`src/rtl/vmem_arb.sv`:
```
// Single-port video memory arbiter: scan-out reads always win, writer traffic waits in a small FIFO.
// Optional macro VMEM_ARB_FWD_EN forwards the newest pending FIFO write to a matching read.
module vmem_arb #(
  parameter int AW         = 19,
  parameter int DW         = 24,
  parameter int FIFO_DEPTH = 4
) (
  input  logic          clock,
  input  logic          reset,
  input  logic          rd_req,
  input  logic [AW-1:0] rd_addr,
  output logic [DW-1:0] rd_data,
  output logic          rd_valid,
  input  logic          wr_valid,
  output logic          wr_ready,
  input  logic [AW-1:0] wr_addr,
  input  logic [DW-1:0] wr_data,
  output logic          mem_en,
  output logic          mem_we,
  output logic [AW-1:0] mem_addr,
  output logic [DW-1:0] mem_wdata,
  input  logic [DW-1:0] mem_rdata
);

  localparam int PW = $clog2(FIFO_DEPTH);

  logic [AW-1:0] fifo_addr [FIFO_DEPTH];
  logic [DW-1:0] fifo_data [FIFO_DEPTH];
  logic [PW:0]   wr_ptr_reg, rd_ptr_reg;
  logic          empty, full, push, pop, issue_rd;
  logic [AW-1:0] head_addr;
  logic [DW-1:0] head_data;

  logic          rd_pend_reg, rd_valid_reg;
  logic [DW-1:0] rd_data_reg;

  // Extra wrap bit on each pointer distinguishes full from empty.
  assign empty     = (wr_ptr_reg == rd_ptr_reg);
  assign full      = (wr_ptr_reg[PW] != rd_ptr_reg[PW]) &&
                     (wr_ptr_reg[PW-1:0] == rd_ptr_reg[PW-1:0]);
  assign wr_ready  = !reset && !full;
  assign push      = wr_valid && wr_ready;
  assign issue_rd  = !reset && rd_req;
  assign pop       = !reset && !rd_req && !empty;
  assign head_addr = fifo_addr[rd_ptr_reg[PW-1:0]];
  assign head_data = fifo_data[rd_ptr_reg[PW-1:0]];

  always_comb begin
    mem_en    = issue_rd || pop;
    mem_we    = pop;
    mem_addr  = '0;
    mem_wdata = '0;
    if (issue_rd) begin
      mem_addr = rd_addr;
    end else if (pop) begin
      mem_addr  = head_addr;
      mem_wdata = head_data;
    end
  end

  always_ff @(posedge clock) begin
    if (push) begin
      fifo_addr[wr_ptr_reg[PW-1:0]] <= wr_addr;
      fifo_data[wr_ptr_reg[PW-1:0]] <= wr_data;
    end
  end

  always_ff @(posedge clock) begin
    if (reset) begin
      wr_ptr_reg <= '0;
      rd_ptr_reg <= '0;
    end else begin
      if (push) wr_ptr_reg <= wr_ptr_reg + 1'b1;
      if (pop)  rd_ptr_reg <= rd_ptr_reg + 1'b1;
    end
  end

`ifdef VMEM_ARB_FWD_EN
  logic [PW:0]           count;
  logic [PW-1:0]         slot [FIFO_DEPTH];
  logic [FIFO_DEPTH-1:0] match;
  logic                  fwd_hit, fwd_hit_reg;
  logic [DW-1:0]         fwd_data, fwd_data_reg;

  assign count = wr_ptr_reg - rd_ptr_reg;

  // Offset gi counts from the oldest entry, so the highest matching offset is the newest write.
  for (genvar gi = 0; gi < FIFO_DEPTH; gi++) begin : g_match
    assign slot[gi]  = rd_ptr_reg[PW-1:0] + PW'(gi);
    assign match[gi] = ((PW+1)'(gi) < count) && (fifo_addr[slot[gi]] == rd_addr);
  end

  always_comb begin
    fwd_hit  = 1'b0;
    fwd_data = '0;
    for (int k = 0; k < FIFO_DEPTH; k++) begin
      if (match[k]) begin
        fwd_hit  = 1'b1;
        fwd_data = fifo_data[slot[k]];
      end
    end
  end

  always_ff @(posedge clock) begin
    if (reset) begin
      fwd_hit_reg  <= 1'b0;
      fwd_data_reg <= '0;
    end else begin
      fwd_hit_reg  <= issue_rd && fwd_hit;
      fwd_data_reg <= fwd_data;
    end
  end
`endif

  always_ff @(posedge clock) begin
    if (reset) begin
      rd_pend_reg  <= 1'b0;
      rd_valid_reg <= 1'b0;
      rd_data_reg  <= '0;
    end else begin
      rd_pend_reg  <= issue_rd;
      rd_valid_reg <= rd_pend_reg;
      if (rd_pend_reg) begin
`ifdef VMEM_ARB_FWD_EN
        rd_data_reg <= fwd_hit_reg ? fwd_data_reg : mem_rdata;
`else
        rd_data_reg <= mem_rdata;
`endif
      end
    end
  end

  // Masked during reset so nothing surfaces from a pipeline that is being flushed.
  assign rd_valid = rd_valid_reg && !reset;
  assign rd_data  = reset ? '0 : rd_data_reg;

endmodule

```
`config.mk`:
```
export PLATFORM = sky130hd
export DESIGN_NAME = vmem_arb
export DESIGN_NICKNAME = d
export VERILOG_FILES = /design/src/rtl/vmem_arb.sv
export SDC_FILE = /design/constraint.sdc
export NUM_CORES = 1
export LEC_CHECK = 0
export CORE_ASPECT_RATIO = 1.75
export CORE_MARGIN = 5
export CORE_UTILIZATION = 58
export CTS_BUF_LIST = sky130_fd_sc_hd__clkbuf_8
export CTS_CLUSTER_SIZE = 24
export DETAILED_ROUTE_END_ITERATION = 8
export GPL_ROUTABILITY_DRIVEN = 0
export GPL_TIMING_DRIVEN = 0
export PLACE_DENSITY = 0.85
export SLEW_MARGIN = 5
export SYNTH_ARGS = -nofsm -noshare
export SYNTH_HDL_FRONTEND = slang
export SYNTH_SLANG_ARGS = --single-unit
```
`constraint.sdc`:
```
create_clock -name clock -period 6.7 [get_ports clock]
set_clock_uncertainty 0.2 [all_clocks]
set_input_delay 1.675 -clock clock [delete_from_list [all_inputs] [get_ports clock]]
set_output_delay 1.675 -clock clock [all_outputs]
set_load 0.01 [all_outputs]
```
---- After elaboration in Yosys (flattened, before gate mapping) ----
Memories as Yosys holds them, arrays and structs flattened. A register that Yosys moved wholly into a read port is not among the register bits.
Index checks and enable logic that the tools add are counted.
operators by class
  add/subtract/negate cells ............... 2
  multipliers ............................. 0
  divide/modulo/power cells ............... 0
  $lt $le $gt $ge ......................... 0
  equality and inequality tests ........... 3
  shift operators ......................... 0
  mux-type cells .......................... 11
  bitwise logic cells ..................... 0
  reductions and logical operators ........ 12
operator list
  kind                                                           number
  24-bit two-way mux                                             3
  19-bit two-way mux                                             2
  2-bit two-way mux                                              4
  1-bit logical AND                                              7
  3-bit by 1-bit adder with 3-bit output, second input constant  2
  1-bit logical NOT                                              4
  3-bit equality test                                            1
  2-bit equality test                                            1
  1-bit two-way mux                                              2
  1-bit logical OR                                               1
  1-bit != test                                                  1
word-level totals
  register bits ........................... 32
  latch bits .............................. 0
  bits in writable memories ............... 172
  ROM bits ................................ 0
  input bits .............................. 90
  output and inout bits ................... 71
  word-level logic and storage cells ...... 35
  memories ................................ 2
memory list
  memory     depth  width  read ports  clocked after Yosys merged registers in  write ports  line  text
  fifo_data  4      24     1           1                                        1            28    logic [DW-1:0] fifo_data [FIFO_DEPTH];
  fifo_addr  4      19     1           1                                        1            27    logic [AW-1:0] fifo_addr [FIFO_DEPTH];

---- Longest topological paths before layout ----
  word-level depth ........................ 7
  depth in mapped cells ................... 5
  mapped depth without buffers ............ 4

---- Least setup slack after synthesis ----
Ideal clock, no wire load.
  path kind ............................... input -> output
  from .................................... input port reset
  to ...................................... output port mem_addr[10]
  arrival ................................. 2.641 ns
  data required time ...................... 4.825 ns
  setup slack ............................. 2.184 ns
  stages .................................. 4
  buffers on the path ..................... 2
  cell sequence ........................... buf_2 -> nor2_1 -> buf_2 -> a32o_1
on the way
  longest elaborated chain between the ends .. 5
  elaborated cells on any way between the ends .. 6
  classes of those cells .................. 2 x mux; 4 x reduce/logical
RTL lines
  item                            line    text
  start, declared                 9       input logic reset,
  1-bit logical NOT (*)           43, 44
  1-bit logical AND (2 in a row)  44      assign pop = !reset && !rd_req && !empty;
  19-bit two-way mux              55      end else if (pop) begin
  19-bit two-way mux (*)          53      if (issue_rd) begin
  end, declared                   20      output logic [AW-1:0] mem_addr,
Mark *: on every way between the ends. The rest lies on a longest branch, timed or not.

---- Final worst setup path ----
  from .................................... input port rd_req
  to ...................................... output port mem_addr[10]
on the way
  longest elaborated chain between the ends .. 5
  elaborated cells on any way between the ends .. 6
  classes of those cells .................. 2 x mux; 4 x reduce/logical
RTL lines
  item                            line  text
  start, declared                 10    input logic rd_req,
  1-bit logical NOT               44
  1-bit logical AND (2 in a row)  44
  19-bit two-way mux              55
  19-bit two-way mux (*)          53
Marks and branches as above.

==> impl_metrics.py <==
metrics = {
    "run_status": {
        "status": "finished clean",
    },
    "setup_path": {
        "start_kind": "input port",
        "cpMostUsedCell": "clkdlybuf4s50_1",
        "cpLargestDelayFamily": "buffers and inverters",
        "cpPeakStageDelay_ns": 0.68,
        "crit_path_cell_trace": "clkdlybuf4s50_1 -> nor2_1 -> buf_2 -> a32o_1 -> clkdlybuf4s50_1",
        "arrival_ns": 4.08,
        "slowest_stage": "nor2_1",
        "setup.worst_path.end_class": "output pin",
        "crit_buf_inv": 3,
        "cp.required_ns": 4.83,
        "crit_fanout": 10,
        "worst-setup-path-type": "input port to output pin",
    },
    "timing": {
        "hold_viol": 0,
        "max_freq_mhz": 167.8,
        "rsz0062_at_grt": "false",
        "finalCritPeriodShare_pct": 88.95,
        "finalSetupViolations": 0,
        "relSlewSlack_pct": 19.72,
        "fin_ws_ns": 0.7406,
        "tightestPinTransition_ns": 1.204,
        "tns_ns": 0,
        "hold_ws_ns": 0.2865,
        "drv_slew": 0,
        "fin_crit_ns": 5.959,
    },
    "finish": {
        "drive_gt1_share_pct": 16.51,
        "final_cells": 831,
        "multi_input_area_um2": 2207,
        "area_growth_pct": 28.23,
        "largest_reg_flops": 96,
        "register_area_um2": 5846,
        "fillers": 832,
        "finish.net_count": 731,
        "diodes": 0,
    },
    "synthesis": {
        "synth_edf_count": 172,
        "syn-cell-area_um2": 8223,
        "yosys.area.top_type": "edfxtp_1",
        "yosysMostFrequentCell": "edfxtp_1",
        "synth_top_area_share_pct": 62.81,
        "synthArstFlopShare_pct": 0,
        "syn-num-nets": 542,
        "yosysSeqAreaShare_pct": 71.09,
        "synthFlopType": "edfxtp_1",
        "synth.area.top_cells": "edfxtp_1 (63%), mux4_2 (12%), dfxtp_1 (8.3%)",
        "synth.avg_cell_area_um2": 18.40,
        "ys_warn_count": 0,
        "yosys_register_bits": 206,
        "synth_cells": 447,
        "ys_top_cells_by_count": "edfxtp_1 (172), nor2b_1 (51), mux4_2 (43)",
        "synth.distinct_cells": 35,
    },
    "clocking": {
        "postCtsSetupBuffers": 0,
        "clk_latency_ns": 0.53,
        "cts_num_sinks": 206,
        "cts_resized": 0,
        "numCtsBuffers": 28,
        "cts_tree": "yes",
        "cts_htree_levels": 1,
        "holdBufCountCts": 0,
        "cts-root-buf": "clkbuf_8",
        "clkTransAtPathRegs_ns": 0.06,
        "clockBufferDepth": 3,
    },
    "die": {
        "core_area_um2": 13910,
        "fp-row-count": 57,
        "die_w_um": 100.0,
        "die-area_um2": 16750,
        "io_pins": 161,
        "initial_core_util_pct": 59.13,
        "fp.dieH_um": 167.5,
    },
    "flow_run": {
        "maxCapViolCount": 0,
    },
    "grt": {
        "grt_max_degree": 44,
        "track_usage_pct": 21.49,
        "antenna_found_initial": 0,
        "grt_pass1_wl_um": 27590,
        "first_global_vias": 5267,
        "overflow": 0,
    },
    "detailed_routing": {
        "first_pass_iters": 5,
        "via_per_inst": 5.769,
        "num_vias": 4794,
        "ant_nets": 0,
        "routed_wl_um": 17800,
        "drtIter0Drc": 285,
        "routedWlPerCell_um": 21.41,
        "drc": 0,
    },
    "min_path": {
        "hp-class": "flop to flop",
    },
    "place": {
        "io_buffers": 159,
        "dp.cells": 783,
        "place_ws_ns": 0.6948,
        "hpwl_um": 11940,
    },
    "power": {
        "ir_worst_vdd_mv": 0.2179,
        "p_per_area_nw_per_um2": 276.5,
        "leakagePower_nw": 3.507,
    },
}
[worst reg2reg max path: stages (launching register included)]
cell and delay [ns]:
dfxtp_1 0.47, xor2_1 0.45, o31a_4 0.26, and3_2 1.00
[per-layer routing]
metal | GRT usage, % | wire length [um] | up-vias
met3 | 5.745 | 1455 | 42
met2 | 39.72 | 9783 | 224
met1 | 22.71 | 5981 | 2386
li1 | - | - | 2142
met5 | 0 | 0 | -
met4 | 8.563 | 575 | 0
[power breakdown]
group	internal [W]	total, W	leakage [nW]	switching [W]
registers	0.00145	0.00147	1.84	0.0000213
logic	0.000317	0.000583	1.38	0.000265
clock network	0.000439	0.000866	0.282	0.000426
[stage by stage]
step	util (%)	power [W]	area, um2
6_report	75.82	0.002915	10540
5_1_grt	75.82	0.003043	10540
4_1_cts	75.82	0.002944	10540
3_5_place_dp	72.16	0.002080	10040
3_3_place_gp	72.16	0.002064	10040
2_1_floorplan	-	0.001849	8223
[placed cells by master, fill, tap and decap left out, types with 2 or more instances in the layout]
| cell type | instances |
|---|---|
| clkdlybuf4s50_1 | 159 |
| xnor2_1 | 3 |
| edfxtp_1 | 172 |
| clkbuf_8 | 29 |
| and3_2 | 4 |
| mux4_2 | 43 |
| buf_6 | 3 |
| ha_1 | 5 |
| a32o_1 | 19 |
| buf_2 | 13 |
| mux2_2 | 2 |
| xor2_1 | 3 |
| nor2_1 | 30 |
| clkinv_2 | 6 |
| inv_1 | 11 |
| mux2i_1 | 27 |
| clkinv_1 | 6 |
| dfxtp_1 | 34 |
| clkbuf_1 | 10 |
| nand2_1 | 4 |
| nor2b_1 | 51 |
[final timing paths]
path | from | end | slack, ns | depth (start not counted)
min reg2reg | rd_data_reg[10] | rd_data_reg[10] | 0.29 | 2
max reg2reg | wr_ptr_reg[1] | fifo_data[0][22] | 3.90 | 3
min | rd_data_reg[10] | rd_data_reg[10] | 0.29 | 2
max | rd_req | mem_addr[10] | 0.74 | 5
[area by class of cell]
type                       instances  area share (%)
timing repair buffer             159           15.09
clock inverter                    19           1.032
tap                              177           2.100
clock buffer                      29           3.785
multi-input combinational        207           20.93
inverter                           6          0.2136
sequential                       206           55.44
buffer                            28           1.400
[cells by family after synthesis]
family	synth area share, %
fa+ha+maj	0.7608
xor+xnor	0.6392
simple gates	6.269
compound gates	3.652
flops	71.09
buf+inv	2.069
mux	15.52
Note: power is estimated with default switching activity, not from simulation.
